<file path="src/rtl/asi_arb_if.sv">
// Request/grant/beat bundle between the two AXI slave sides and asi_arb.
// The master modport is the requester side; the slave modport is the arbiter.
interface asi_arb_if;
    logic       usr_wrequest;
    logic       usr_we;
    logic       usr_wlast;
    logic       usr_wgrant;
    logic       usr_rrequest;
    logic       usr_re;
    logic       usr_rlast;
    logic       usr_rgrant;
    logic [1:0] arb_owner;
    logic       arb_err;

    modport master (
        output usr_wrequest, usr_we, usr_wlast,
        output usr_rrequest, usr_re, usr_rlast,
        input  usr_wgrant, usr_rgrant, arb_owner, arb_err
    );

    modport slave (
        input  usr_wrequest, usr_we, usr_wlast,
        input  usr_rrequest, usr_re, usr_rlast,
        output usr_wgrant, usr_rgrant, arb_owner, arb_err
    );
endinterface

</file>
<file path="src/rtl/asi_arb.sv">
// Burst-granular write/read arbiter for the user memory port, static priority.
// Optional anti-starvation counter enabled by defining ASI_ARB_FAIR_EN.
module asi_arb #(
    parameter int ASI_ARB    = 0,
    parameter int STARVE_MAX = 4
) (
    input  logic      usr_clk,
    input  logic      usr_reset,
    asi_arb_if.slave  bus
);
    typedef enum logic [1:0] {
        IDLE = 2'b00,
        WGNT = 2'b01,
        RGNT = 2'b10
    } state_t;

    state_t state_q, state_d;

    logic pri_is_read;
    logic w_end, r_end, decide;
    logic pri_req, np_req;
    logic np_win, pri_win;
    logic w_sel, r_sel;
    logic force_np;
    logic viol;
    logic err_q;

    assign pri_is_read = (ASI_ARB != 0);

    always_comb begin
        w_end   = 1'b0;
        r_end   = 1'b0;
        decide  = 1'b0;
        pri_req = 1'b0;
        np_req  = 1'b0;
        np_win  = 1'b0;
        pri_win = 1'b0;
        w_sel   = 1'b0;
        r_sel   = 1'b0;
        state_d = state_q;

        w_end  = (state_q == WGNT) && bus.usr_we && bus.usr_wlast;
        r_end  = (state_q == RGNT) && bus.usr_re && bus.usr_rlast;
        decide = (state_q == IDLE) || w_end || r_end;

        pri_req = pri_is_read ? bus.usr_rrequest : bus.usr_wrequest;
        np_req  = pri_is_read ? bus.usr_wrequest : bus.usr_rrequest;
        // Non-priority side wins when alone, or when the starvation limit is hit.
        np_win  = np_req && (!pri_req || force_np);
        pri_win = pri_req && !np_win;

        w_sel = pri_is_read ? np_win  : pri_win;
        r_sel = pri_is_read ? pri_win : np_win;

        if (decide) begin
            if (w_sel)
                state_d = WGNT;
            else if (r_sel)
                state_d = RGNT;
            else
                state_d = IDLE;
        end
    end

    always_ff @(posedge usr_clk) begin
        if (usr_reset)
            state_q <= IDLE;
        else
            state_q <= state_d;
    end

`ifdef ASI_ARB_FAIR_EN
    localparam int CW = $clog2(STARVE_MAX + 1);
    localparam logic [CW-1:0] STARVE_LIM = CW'(STARVE_MAX);

    logic [CW-1:0] starve_q, starve_d;

    assign force_np = (starve_q == STARVE_LIM);

    // Count only contested decisions the priority side wins; anything else clears.
    always_comb begin
        starve_d = starve_q;
        if (decide) begin
            if (np_req && !np_win)
                starve_d = starve_q + CW'(1);
            else
                starve_d = '0;
        end
    end

    always_ff @(posedge usr_clk) begin
        if (usr_reset)
            starve_q <= '0;
        else
            starve_q <= starve_d;
    end
`else
    assign force_np = 1'b0;

    if (STARVE_MAX < 1 || STARVE_MAX > 255) begin : g_starve_max_out_of_range
    end
`endif

    always_comb begin
        viol = 1'b0;
        if (bus.usr_we && (state_q != WGNT))
            viol = 1'b1;
        if (bus.usr_re && (state_q != RGNT))
            viol = 1'b1;
        if (bus.usr_wlast && !bus.usr_we)
            viol = 1'b1;
        if (bus.usr_rlast && !bus.usr_re)
            viol = 1'b1;
    end

    always_ff @(posedge usr_clk) begin
        if (usr_reset)
            err_q <= 1'b0;
        else if (viol)
            err_q <= 1'b1;
    end

    assign bus.usr_wgrant = (state_q == WGNT);
    assign bus.usr_rgrant = (state_q == RGNT);
    assign bus.arb_owner  = (state_q == WGNT) ? 2'b01 :
                            (state_q == RGNT) ? 2'b10 : 2'b00;
    assign bus.arb_err    = err_q;
endmodule

</file>
<file path="src/flat_wrapper.sv">
// flat-port wrapper written by rule: the top's interface ports become plain ports
module asi_arb_flat 
#(
    parameter int ASI_ARB    = 0,
    parameter int STARVE_MAX = 4
)
  (usr_clk, usr_reset, bus_usr_wrequest, bus_usr_we, bus_usr_wlast, bus_usr_rrequest, bus_usr_re, bus_usr_rlast, bus_usr_wgrant, bus_usr_rgrant, bus_arb_owner, bus_arb_err);
  asi_arb_if bus_i ();
  input  logic usr_clk;
  input  logic usr_reset;
  input wire logic [$bits(bus_i.usr_wrequest)-1:0] bus_usr_wrequest;
  input wire logic [$bits(bus_i.usr_we)-1:0] bus_usr_we;
  input wire logic [$bits(bus_i.usr_wlast)-1:0] bus_usr_wlast;
  input wire logic [$bits(bus_i.usr_rrequest)-1:0] bus_usr_rrequest;
  input wire logic [$bits(bus_i.usr_re)-1:0] bus_usr_re;
  input wire logic [$bits(bus_i.usr_rlast)-1:0] bus_usr_rlast;
  output wire logic [$bits(bus_i.usr_wgrant)-1:0] bus_usr_wgrant;
  output wire logic [$bits(bus_i.usr_rgrant)-1:0] bus_usr_rgrant;
  output wire logic [$bits(bus_i.arb_owner)-1:0] bus_arb_owner;
  output wire logic [$bits(bus_i.arb_err)-1:0] bus_arb_err;
  assign bus_i.usr_wrequest = bus_usr_wrequest;
  assign bus_i.usr_we = bus_usr_we;
  assign bus_i.usr_wlast = bus_usr_wlast;
  assign bus_i.usr_rrequest = bus_usr_rrequest;
  assign bus_i.usr_re = bus_usr_re;
  assign bus_i.usr_rlast = bus_usr_rlast;
  assign bus_usr_wgrant = bus_i.usr_wgrant;
  assign bus_usr_rgrant = bus_i.usr_rgrant;
  assign bus_arb_owner = bus_i.arb_owner;
  assign bus_arb_err = bus_i.arb_err;
  asi_arb #(.ASI_ARB(ASI_ARB), .STARVE_MAX(STARVE_MAX)) u_core (.usr_clk(usr_clk), .usr_reset(usr_reset), .bus(bus_i));
endmodule
</file>
<file path="config.mk">
export PLATFORM = sky130hd
export DESIGN_NAME = asi_arb_flat
export DESIGN_NICKNAME = d
export VERILOG_FILES = /design/src/rtl/asi_arb_if.sv /design/src/rtl/asi_arb.sv /design/src/flat_wrapper.sv
export SDC_FILE = /design/constraint.sdc
export NUM_CORES = 1
export LEC_CHECK = 0
export CAP_MARGIN = 40
export CORE_AREA = 2 2 39 41
export CTS_BUF_LIST = sky130_fd_sc_hd__clkbuf_2
export DETAILED_ROUTE_END_ITERATION = 7
export DIE_AREA = 0 0 41 43
export GPL_TIMING_DRIVEN = 0
export PLACE_DENSITY = 0.44
export SLEW_MARGIN = 20
export SYNTH_ARGS = -nofsm -noshare
export SYNTH_HDL_FRONTEND = slang
export SYNTH_SLANG_ARGS = --single-unit
export TNS_END_PERCENT = 50
</file>
<file path="constraint.sdc">
create_clock -name usr_clk -period 1.25 [get_ports usr_clk]
set_clock_uncertainty 0.05 [all_clocks]
set_input_delay 0.3125 -clock usr_clk [delete_from_list [all_inputs] [get_ports usr_clk]]
set_output_delay 0.3125 -clock usr_clk [all_outputs]
set_load 0.1 [all_outputs]
</file>
# [Word level (Yosys, flattened, before mapping)]
# Cells that the tools add are included.
[word_totals] regBits=3 in_bits=8 out_inout_bits=5
[classes] eq_ne=4 muxes=8 reduce_logical=17
[ops] cell="logical AND 1 bit" n=10
[ops] cell="2-to-1 mux 2 bit" n=4
[ops] cell="zero test 1 bit" n=4
[ops] cell="2-to-1 mux 1 bit" n=4
[ops] cell="== test 2 x 1 -> 1 bit, second input constant" n=1
[ops] cell="== test 2 bit, second input constant" n=1
[ops] cell="zero test 2 bit" n=1
[ops] cell="logical OR 1 bit" n=2
[ops] cell="inequality test 2 x 1 -> 1 bit, second input constant" n=1
[ops] cell="inequality test 2 bit, second input constant" n=1

# [Longest topological paths before layout]
[depth] ltp_word=6 depth_mapped=3 depth_no_buf=3

# [Worst setup path before layout]
# No wires, ideal clock.
[synth_path] kind="reg2out" start="reg u_core.state_q[1]" end="out bus_arb_owner[1]" arrival_ns=1.657 required_time_ns=0.887 path_slack_ns=-0.769 stages_incl_launch_ff=3 n_path_buf=1 path_cell_list="dfxtp_1 -> nor2b_2 -> buf_4"
[synth_between] elab_chain_len=3
[synth_rtl] item="start, declared" line="asi_arb.sv:17" text="state_t state_q, state_d;"
[synth_rtl] item="start signal, assigned" line="asi_arb.sv:69" text="state_q <= state_d;"
[synth_rtl] item="== test 2 bit"
[synth_rtl] item="net bus_usr_rgrant" line="flat_wrapper.sv:18" text="output wire logic [$bits(bus_i.usr_rgrant)-1:0] bus_usr_rgrant;"
[synth_rtl] item="2-to-1 mux 2 bit" line="asi_arb.sv:126" text="(state_q == RGNT) ? 2'b10 : 2'b00;"
[synth_rtl] item="2-to-1 mux 2 bit" line="asi_arb.sv:125" text="assign bus.arb_owner = (state_q == WGNT) ? 2'b01 :"
[synth_rtl] item="end, declared" line="flat_wrapper.sv:19" text="output wire logic [$bits(bus_i.arb_owner)-1:0] bus_arb_owner;"
# The timed path passes the listed nets, and every way through them passes these cells.

# [Worst setup path in the final report]
[layout_path] start="reg u_core.state_q[1]" end="out bus_usr_wgrant"
[layout_between] elab_chain_len=1
[layout_rtl] item="== test 2 x 1 -> 1 bit" line="asi_arb.sv:123" text="assign bus.usr_wgrant = (state_q == WGNT);"
[layout_rtl] item="end, declared" line="flat_wrapper.sv:17" text="output wire logic [$bits(bus_i.usr_wgrant)-1:0] bus_usr_wgrant;"
# No other way between the ends.

==> flow_summary.toml <==
[run_status]
outcome = "finished with violations"
violations = "negative setup slack"

[die]
die_height_um = 43
rows = 14
core_mm2 = 0.00138
fp.dieW_um = 41
dieArea_mm2 = 0.00176
top_level_ports = 13
start_util_pct = 13.0

[global_route]
track_usage_pct = 7.63
grt.overflow.total = 0
grt_pass1_wl_um = 841
antenna_found_initial = 0
grt_pass1_vias = 236
grt_max_degree = 6

[sta]
finalCriticalPeriod_ns = 1.43
setup_slack_ns = -0.176
finalSetupViolCount = 5
hold_viol = 0
rsz0062_at_grt = "yes"
maxSlewViolCount = 0
fin_crit_sh_pct = 114
worst_pin_slew_ns = 0.145
hold_slack_ns = 0.446
clock.fmax_mhz = 701
slew_headroom_pct = 90.2

[clock_network]
clk_path_buf_depth = 2
cts_tree = "yes"
ctsHoldBuffers = 0
cts_sinks = 3
clk_latency_ns = 0.21
cts-htree-levels = 1
cts_buffers = 3
worst_setup_hold_path_clk_slew_ns = 0.04
clockRootBuffer = "clkbuf_2"

[worst_hold_path]
hold_end = "u_core.bus.arb_err"
hold_path_class = "input pin to register"
min_path_cells = 3
min_from = "bus_usr_re"

[pwr]
sw_frac_of_total_pct = 38.8
clkPwrFrac_pct = 27.7
ir_worst_vdd_mv = 0.293
power.internal_mw = 0.304
leakagePower_nw = 0.221
seq_power_share_pct = 22.8
power_switching_mw = 0.193
combPwrFrac_pct = 49.5
power_density_mw_per_mm2 = 1100

[detailed_routing]
drc_errors = 0
ant_nets = 0
wl_per_cell_um = 8.95
num_vias = 227
drt_iter0_drc = 5
finalWirelength_um = 510
vias_per_cell = 3.98
drt_pass1_iterations = 4

[yosys]
ys_async_sr_fraction_pct = 0
synthCells = 22
synth.distinct_cells = 15
syn_area_um2 = 180
yosysWarnings = 0
synth_edf_count = 0
avgSynthCellArea_um2 = 8.19
ys_seq_area_share_pct = 33.3
synthesis.nets = 30
synthFlopType = "dfxtp_1"
ys_ff_latch = 3

[worst_setup_path]
max_stage_delay_ns = 0.32
crit_path_end_kind = "output pin"
ff2ff_setup_slack_ns = 0.20
worstPathCellList = "and2b_4 -> buf_6 -> buf_12"
critPathBufInv = 2
path_max_fanout = 4
path_delay_family = "flip-flops"
worstRegToRegCells = 3
crit_arrival_ns = 1.06
crit_path_top_delay_cell = "dfxtp_2"
required_ns = 0.89
reg2reg_to = "u_core.state_q[1]"
start_kind = "register"
critPathKind = "register to output pin"
rr_startpoint = "u_core.state_q[1]"

[placed_design]
placed_area_um2 = 430
place.gp.congestion = 0.696
portBuffers = 12
dp_hpwl_um = 387

[layout]
layout_commonest_cell = "buf_12"
n_antenna_cell = 0
fin_area_um2 = 452
drive_above_1_share_pct = 48.8
fin_util_pct = 32.6
syn_to_final_growth_pct = 151
layout_common_cells = "buf_12, clkdlybuf4s50_1, clkbuf_2"
nNetsFinal = 50

[job]
maxCapViolCount = 0
-- tightest hold or removal path: cells and delay by family --
family | cells | cell delay (ns)
AO/OA/AOI/OAI | 2 | 0.21
buffers and inverters | 1 | 0.12
-- how the worst max path moves through the flow --
| stage | slack [ns] | cells after the start | end | startpoint |
|---|---|---|---|---|
| 6_report | -0.18 | 3 | bus_usr_wgrant | u_core.state_q[1] |
| 4_1_cts | -0.19 | 3 | bus_usr_wgrant | u_core.state_q[1] |
| 3_5_place_dp | -0.49 | 4 | bus_arb_owner[0] | u_core.state_q[1] |
| 5_1_grt | -0.22 | 3 | bus_usr_wgrant | u_core.state_q[1] |
| 3_3_place_gp | -0.90 | 3 | bus_arb_owner[0] | u_core.state_q[1] |
| 2_1_floorplan | -0.27 | 2 | bus_arb_owner[1] | u_core.state_q[1] |
-- per-stage QoR --
stage	worst slack (ns)	cells	TNS [ns]	power, mW
detailed placement	-0.493	55	-2.19	0.357
CTS	-0.193	57	-0.600	0.503
finish	-0.176	57	-0.541	0.497
floorplan	-0.267	22	-0.527	0.263
global placement	-0.904	50	-4.25	0.316
global route	-0.223	57	-0.760	0.526
-- Yosys cell counts (2+ instances only) --
cell	instances	area, µm²
nor2_1	2	7.51
dfxtp_1	3	60.1
buf_4	2	15.0
nand2_1	3	11.3
a21o_1	2	15.0
-- timing repair --
| action | 4_1_cts | 5_1_grt |
|---|---|---|
| pin swaps | 1 | 0 |
| gates resized for setup | 15 | 3 |
| buffers inserted | 2 | 0 |
| setup endpoints to repair | 6 | 5 |
-- sequential cells by signal, summed over array words and instances (netlist names) --
name                flops
u_core.state_q          2
u_core.bus.arb_err      1
-- final cells by class --
cell class                      instances  area (µm²)
Sequential cell                         3        62.6
Buffer                                  1        20.0
Clock buffer                            4        20.0
Timing Repair Buffer                   16         216
Fill cell                             151         932
Tap cell                               16        20.0
Inverter                                1        3.75
Multi-Input combinational cell         16         109
-- power groups by stage --
stage / Clock (mW) / Sequential (mW) / Combinational [mW]
floorplan: 0 / 0.129 / 0.134
global placement: 0 / 0.114 / 0.202
detailed placement: 0 / 0.115 / 0.243
CTS: 0.145 / 0.114 / 0.245
global route: 0.155 / 0.115 / 0.256
finish: 0.138 / 0.113 / 0.246
-- kinds of logic (layout without fill, tap and decap cells) --
| family | count (synthesis) | after routing | synth area share (%) |
|---|---|---|---|
| AO/OA/AOI/OAI | 8 | 8 | 32.6 |
| AND/OR/NAND/NOR | 8 | 8 | 23.6 |
| flip-flops | 3 | 3 | 33.3 |
| buffers and inverters | 3 | 22 | 10.4 |
-- per-layer routing --
layer | up-vias | part of all wire, % | global-route usage [%]
met2 | 12 | 50 | 10.6
li1 | 110 | - | -
met5 | - | 0 | 0
met4 | 0 | 3.5 | 10.0
met1 | 103 | 38 | 7.72
met3 | 2 | 8.4 | 1.57
No activity file was read; power rests on OpenSTA's default activity.
